==> src/rtl/rf_pkg.sv <==
// rtl/rf_pkg.sv - shared defaults and types for the multi-port register file
package rf_pkg;
  localparam int RF_DATA_W   = 32;
  localparam int RF_NUM_REGS = 32;
  localparam int RF_ADDR_W   = $clog2(RF_NUM_REGS);
  localparam int RF_ZERO_REG = 0;

  typedef logic [RF_ADDR_W-1:0] rf_addr_t;
endpackage

==> src/rtl/rf_scoreboard.sv <==
// rtl/rf_scoreboard.sv - busy scoreboard with claim/clear/flush priority and per-port lookup
// Lookup is write-first when REG_FILE_MP_BYPASS_EN is defined, read-first otherwise.
import rf_pkg::*;

module rf_scoreboard #(
  parameter int NUM_REGS = RF_NUM_REGS,
  parameter int ADDR_W   = $clog2(NUM_REGS),
  parameter int NUM_RD   = 2
) (
  input  logic                     clk,
  input  logic                     reset_n,
  input  logic                     wr_en,
  input  logic [ADDR_W-1:0]        wr_addr,
  input  logic                     claim_en,
  input  logic [ADDR_W-1:0]        claim_addr,
  input  logic                     flush,
  input  logic [NUM_RD*ADDR_W-1:0] rd_addr,
  output logic [NUM_RD-1:0]        lookup_busy
);

  logic [NUM_REGS-1:0] busy;
  logic [NUM_REGS-1:0] busy_next;

  // Claim is applied after the write-clear so a newer producer keeps the register busy.
  always_comb begin
    busy_next = busy;
    if (flush) begin
      busy_next = '0;
    end else begin
      if (wr_en)    busy_next[wr_addr]    = 1'b0;
      if (claim_en) busy_next[claim_addr] = 1'b1;
    end
    busy_next[RF_ZERO_REG] = 1'b0;
  end

  always_ff @(posedge clk) begin
    if (!reset_n) begin
      busy <= '0;
    end else begin
      busy <= busy_next;
    end
  end

  for (genvar p = 0; p < NUM_RD; p++) begin : g_lookup
    logic [ADDR_W-1:0] addr;
    assign addr = rd_addr[p*ADDR_W +: ADDR_W];
`ifdef REG_FILE_MP_BYPASS_EN
    assign lookup_busy[p] = (wr_en && addr == wr_addr) ? busy_next[addr] : busy[addr];
`else
    assign lookup_busy[p] = busy[addr];
`endif
  end

endmodule

==> src/rtl/reg_file_mp.sv <==
// rtl/reg_file_mp.sv - multi-port register file with registered reads and busy scoreboard
// REG_FILE_MP_BYPASS_EN selects write-first same-cycle reads; default is read-first.
import rf_pkg::*;

module reg_file_mp #(
  parameter int DATA_W   = RF_DATA_W,
  parameter int NUM_REGS = RF_NUM_REGS,
  parameter int ADDR_W   = $clog2(NUM_REGS),
  parameter int NUM_RD   = 2
) (
  input  logic                     clk,
  input  logic                     reset_n,
  input  logic                     wr_en,
  input  logic [ADDR_W-1:0]        wr_addr,
  input  logic [DATA_W-1:0]        wr_data,
  input  logic [NUM_RD-1:0]        rd_en,
  input  logic [NUM_RD*ADDR_W-1:0] rd_addr,
  output logic [NUM_RD*DATA_W-1:0] rd_data,
  output logic [NUM_RD-1:0]        rd_valid,
  output logic [NUM_RD-1:0]        rd_busy,
  input  logic                     claim_en,
  input  logic [ADDR_W-1:0]        claim_addr,
  input  logic                     flush
);

  localparam logic [ADDR_W-1:0] ZERO_ADDR = ADDR_W'(RF_ZERO_REG);

  logic [DATA_W-1:0] mem [NUM_REGS];
  logic [NUM_RD-1:0] lookup_busy;

  always_ff @(posedge clk) begin
    if (!reset_n) begin
      for (int i = 0; i < NUM_REGS; i++) mem[i] <= '0;
    end else if (wr_en && wr_addr != ZERO_ADDR) begin
      mem[wr_addr] <= wr_data;
    end
  end

  rf_scoreboard #(
    .NUM_REGS (NUM_REGS),
    .ADDR_W   (ADDR_W),
    .NUM_RD   (NUM_RD)
  ) u_scoreboard (
    .clk         (clk),
    .reset_n     (reset_n),
    .wr_en       (wr_en),
    .wr_addr     (wr_addr),
    .claim_en    (claim_en),
    .claim_addr  (claim_addr),
    .flush       (flush),
    .rd_addr     (rd_addr),
    .lookup_busy (lookup_busy)
  );

  for (genvar p = 0; p < NUM_RD; p++) begin : g_rd
    logic [ADDR_W-1:0] addr;
    logic [DATA_W-1:0] rd_word;
    logic [DATA_W-1:0] data_q;
    logic              valid_q;
    logic              busy_q;

    assign addr = rd_addr[p*ADDR_W +: ADDR_W];

`ifdef REG_FILE_MP_BYPASS_EN
    assign rd_word = (addr == ZERO_ADDR)           ? '0      :
                     (wr_en && addr == wr_addr)    ? wr_data : mem[addr];
`else
    assign rd_word = (addr == ZERO_ADDR) ? '0 : mem[addr];
`endif

    // Data and busy hold their last value while the port is idle.
    always_ff @(posedge clk) begin
      if (!reset_n) begin
        data_q  <= '0;
        valid_q <= 1'b0;
        busy_q  <= 1'b0;
      end else begin
        valid_q <= rd_en[p];
        if (rd_en[p]) begin
          data_q <= rd_word;
          busy_q <= lookup_busy[p];
        end
      end
    end

    assign rd_data[p*DATA_W +: DATA_W] = data_q;
    assign rd_valid[p] = valid_q;
    assign rd_busy[p]  = busy_q;
  end

endmodule

==> config.mk <==
export PLATFORM = sky130hd
export DESIGN_NAME = reg_file_mp
export DESIGN_NICKNAME = d
export VERILOG_FILES = /design/src/rtl/rf_pkg.sv /design/src/rtl/rf_scoreboard.sv /design/src/rtl/reg_file_mp.sv
export SDC_FILE = /design/constraint.sdc
export NUM_CORES = 2
export LEC_CHECK = 0
export BUFFER_PORTS_ARGS = -buffer_cell sky130_fd_sc_hd__buf_2
export CELL_PAD_IN_SITES_DETAIL_PLACEMENT = 2
export CELL_PAD_IN_SITES_GLOBAL_PLACEMENT = 2
export CORE_ASPECT_RATIO = 0.6
export CORE_MARGIN = 8
export CORE_UTILIZATION = 47
export CTS_CLUSTER_DIAMETER = 40
export DETAILED_ROUTE_END_ITERATION = 8
export GPL_TIMING_DRIVEN = 0
export PLACE_DENSITY = 0.78
export SYNTH_ARGS = -nofsm -noshare
export SYNTH_HDL_FRONTEND = slang
export SYNTH_SLANG_ARGS = --single-unit
==> constraint.sdc <==
create_clock -name clk -period 4.35 [get_ports clk]
set_clock_uncertainty 0.15 [all_clocks]
set_input_delay 0.2175 -clock clk [delete_from_list [all_inputs] [get_ports clk]]
set_output_delay 0.2175 -clock clk [all_outputs]
set_load 0.005 [all_outputs]
==> results <==
- The DRC violation count after routing is 0.
- In this run the vertical extent of the chip is 288 µm.
- The quantity of hold-fixing buffers added after cts is 51.
- The clock-pin slew on the worst setup and hold paths is 0.06 ns.
- The maximum net fanout on the critical path is 10.
- The initial antenna violation count came to 32.
- Averaged over all synthesized cells, the footprint is 14.5 µm².
- The dominant cell type by area after synthesis is edfxtp_1.
- At the worst endpoint, the arrival time is 4.38 ns.
- Yosys attributes the largest share of cell area to edfxtp_1 53%, mux4_2 15%, and2_1 11%, mux2i_1 5.7%, dfxtp_1 3.4%.
- Setup repair after global routing left no endpoint under its margin.
- Before CTS, the worst setup slack after placement is 0.414 ns.
- For this run the aggregate overflow at the end of global routing stands at 0.
- The final worst-path setup slack is 0.454 ns.
- The number of distinct library cells after synthesis is 43.
- The warning count from the yosys run is 0.
- The H-tree was split into 4 levels.
- In this run the worst hold path is classified as primary input to register.
- The ratio of final minimum period to clock period is 0.896.
- For this run, the leading register cell type out of synthesis is edfxtp_1.
- The share of synthesized area in the top cell type comes to 0.530.
- The count of cells in the finished layout, fillers not included, comes to 6,137.
- The tree is rooted in a clkbuf_16.
- Setup violations remaining at the end of the flow were counted as 0.
- Summing all non-filler instances in the final layout gives an area of 0.0674 mm².
- The worst setup path is captured at a register.
- The clock passes through at most 3 buffers.
- Power spread over the standard cell area amounts to 438 mW/mm².
- The area of placed instances is 0.0619 mm².
- The total length of routed wires is 276 mm.
- The post-route core utilization is 0.553.
- The via total after detailed routing is 44,000.
- The synthesized design contains 1,024 enable-type register cells.
- The die area is 0.135 mm².
- The relative slew slack is -0.0661.
- The cell count after synthesis is 4,005.
- For the worst setup path, the data required time is 4.84 ns.
- After legalization and detailed placement, the total HPWL measured 199 mm.
- The via count of the first global-routing pass is 44,200.
- The first global-routing pass estimated 374 mm of wire.
- The DRC violation total after the first TritonRoute iteration is 7,620.
- The static leakage power is 0.0241 µW.
- In the final layout, the share of cells above drive strength 1 is 0.213.
- The initial standard-cell utilization of the core is 0.475.
- After synthesis the cells add up to 0.0580 mm².
- The most common cell in the synthesized netlist is edfxtp_1.
- The worst-case IR drop observed on VDD is 442 µV.
- The routability congestion estimate is 0.956.
- Relative to the synthesized area, the layout overhead comes to 16.3%.
- The final critical-path required period is 3.90 ns.
- Counting flops and latches in the post-synthesis netlist gives 1,123.
- The first detailed-routing pass took 8 iterations.
- In the global route stage, overall resource usage came out at 0.398.
- The port buffer count is 115.
- The tool flagged a number of max-cap violations equal to 2.
- The count of nets left with antenna violations once routing finished came out at 0.
- The clock tree from TritonCTS is built.
- For the worst-skew pair, the clock arrives at the later sink with an insertion delay of 0.79 ns.
- In this run the horizontal extent of the chip is 469 µm.
- The logic depth of the worst register-to-register path is 6.
- The run finished, with violations left.
- The number of max-slew violations in the final report is 22.
- The detail-routed net length per standard cell is 45.0 µm.
- Counting tap cells, the placed design contains a total of 5,805 instances.
- Static timing analysis puts the maximum clock frequency at 0.257 GHz.
- The nature of the critical path startpoint is a primary input.
- The worst hold margin is 0.0830 ns.
- The checks that failed: capacitance limit, slew limit.
- The net count of the finished layout is 4,444.
- The commonest cells after synthesis are 1,024 x edfxtp_1, 997 x and2_1, 395 x mux4_2.
- For the pin with the worst max-slew slack, the measured transition is 1.60 ns.
- In the routed layout, each cell is associated on average with a via count of 7.17.
- The number of hold-slack violations in the final timing report came to 0.
- In this run the count of I/O pins placed on the die edge is 127.
- The async set-or-reset flop fraction in the synthesized netlist is 0.
- In this run, CTS created clock tree buffers numbering 143.
- In this run, post-CTS repair resized a total of 0 instances.
- The clock drives 1,123 sinks.
- The largest net degree at the start of global routing is 29.
- The critical path is of the primary input to register type.
- The floorplan core area is 0.122 mm².
- The number of cells traversed by the worst hold path is 4.
- The row count is 99.
- In this run the post-CTS setup repair buffer count came out at 0.
- Of the synthesized area, sequential elements account for 0.565.
## path summary, 6_finish.rpt
path / from / to / slack [ns]
hold / removal: wr_addr[0] / mem[4][31]$_SDFFCE_PN0P_ / 0.08
setup / recovery: reset_n / mem[5][30]$_SDFFCE_PN0P_ / 0.45
hold reg to reg: u_scoreboard.busy[25]$_SDFF_PP0_ / u_scoreboard.busy[25]$_SDFF_PP0_ / 0.35
setup reg to reg: u_scoreboard.busy[13]$_SDFF_PP0_ / g_rd[1].busy_q$_SDFFE_PN0P_ / 1.54
## sequential cells by signal, summed over array words and instances, names as in the netlist
signal             cells
g_rd.valid_q           2
mem                 1024
u_scoreboard.busy     31
g_rd.data_q           64
g_rd.busy_q            2
## kinds of logic (layout without fill, tap and decap cells)
kind of cell	Yosys count	count (layout)	synth area share
compound gates	488	488	0.0637
buf+inv	435	906	0.0352
flops	1123	1123	0.565
mux	727	727	0.211
other cells	1	46	0.0000647
simple gates	1231	1231	0.126
## power breakdown
part           total [µW]  leakage [µW]  switching, µW  internal, µW
Sequential          12900        0.0106            494         12400
Clock               12900       0.00242           5330          7620
Combinational        3720        0.0111           2470          1250
Total               29500        0.0241           8300         21300
## cell usage in the layout, fill, tap and decap left out, types with 17 or more instances in the layout
cell	netlist	final
a21oi_1	58	58
a22o_1	129	129
a22oi_1	102	102
a32oi_1	64	64
and2_1	997	997
buf_12	0	26
buf_2	80	195
buf_4	20	20
buf_6	31	32
bufinv_16	0	17
clkbuf_1	291	303
clkbuf_16	0	156
conb_1	1	32
dfxtp_1	99	99
dlygate4sd3_1	0	51
edfxtp_1	1024	1024
mux2i_1	330	330
mux4_2	395	395
nand2_1	69	69
nor2_1	108	108
o21ai_0	63	32
o21ai_4	0	31
o221ai_1	65	65
## routing by layer
layer,vias to the layer above,GRT usage,wire [µm]
li1,16200,-,-
met1,23300,0.545,107000
met2,3822,0.544,110000
met3,662,0.199,47200
met4,18,0.141,11100
met5,-,0,276
## cell type report
class / instances / area (µm²)
Clock inverter: 90 / 1010
Multi-Input combinational cell: 2478 / 23700
Sequential cell: 1123 / 32700
Timing Repair Buffer: 204 / 1920
Buffer: 432 / 2040
Tap cell: 1616 / 2020
Clock buffer: 177 / 3990
Inverter: 3 / 11.3
Antenna cell: 14 / 35.0
Fill cell: 11000 / 54600
## metrics by stage
stage / total power [µW] / TNS, ns
2_1_floorplan: 14600 / 0
4_1_cts: 29200 / 0
3_3_place_gp: 16200 / -2404.23
3_5_place_dp: 16400 / 0
5_1_grt: 29800 / 0
6_report: 29500 / 0
## worst max-delay path: stages
cell	delay, ns
dlygate4sd3_1	0.53
buf_2	0.24
nand4b_1	0.92
clkbuf_2	0.75
nor2_1	0.87
clkbuf_1	0.59
and2_1	0.24
Power figures use the tool's default switching activity.
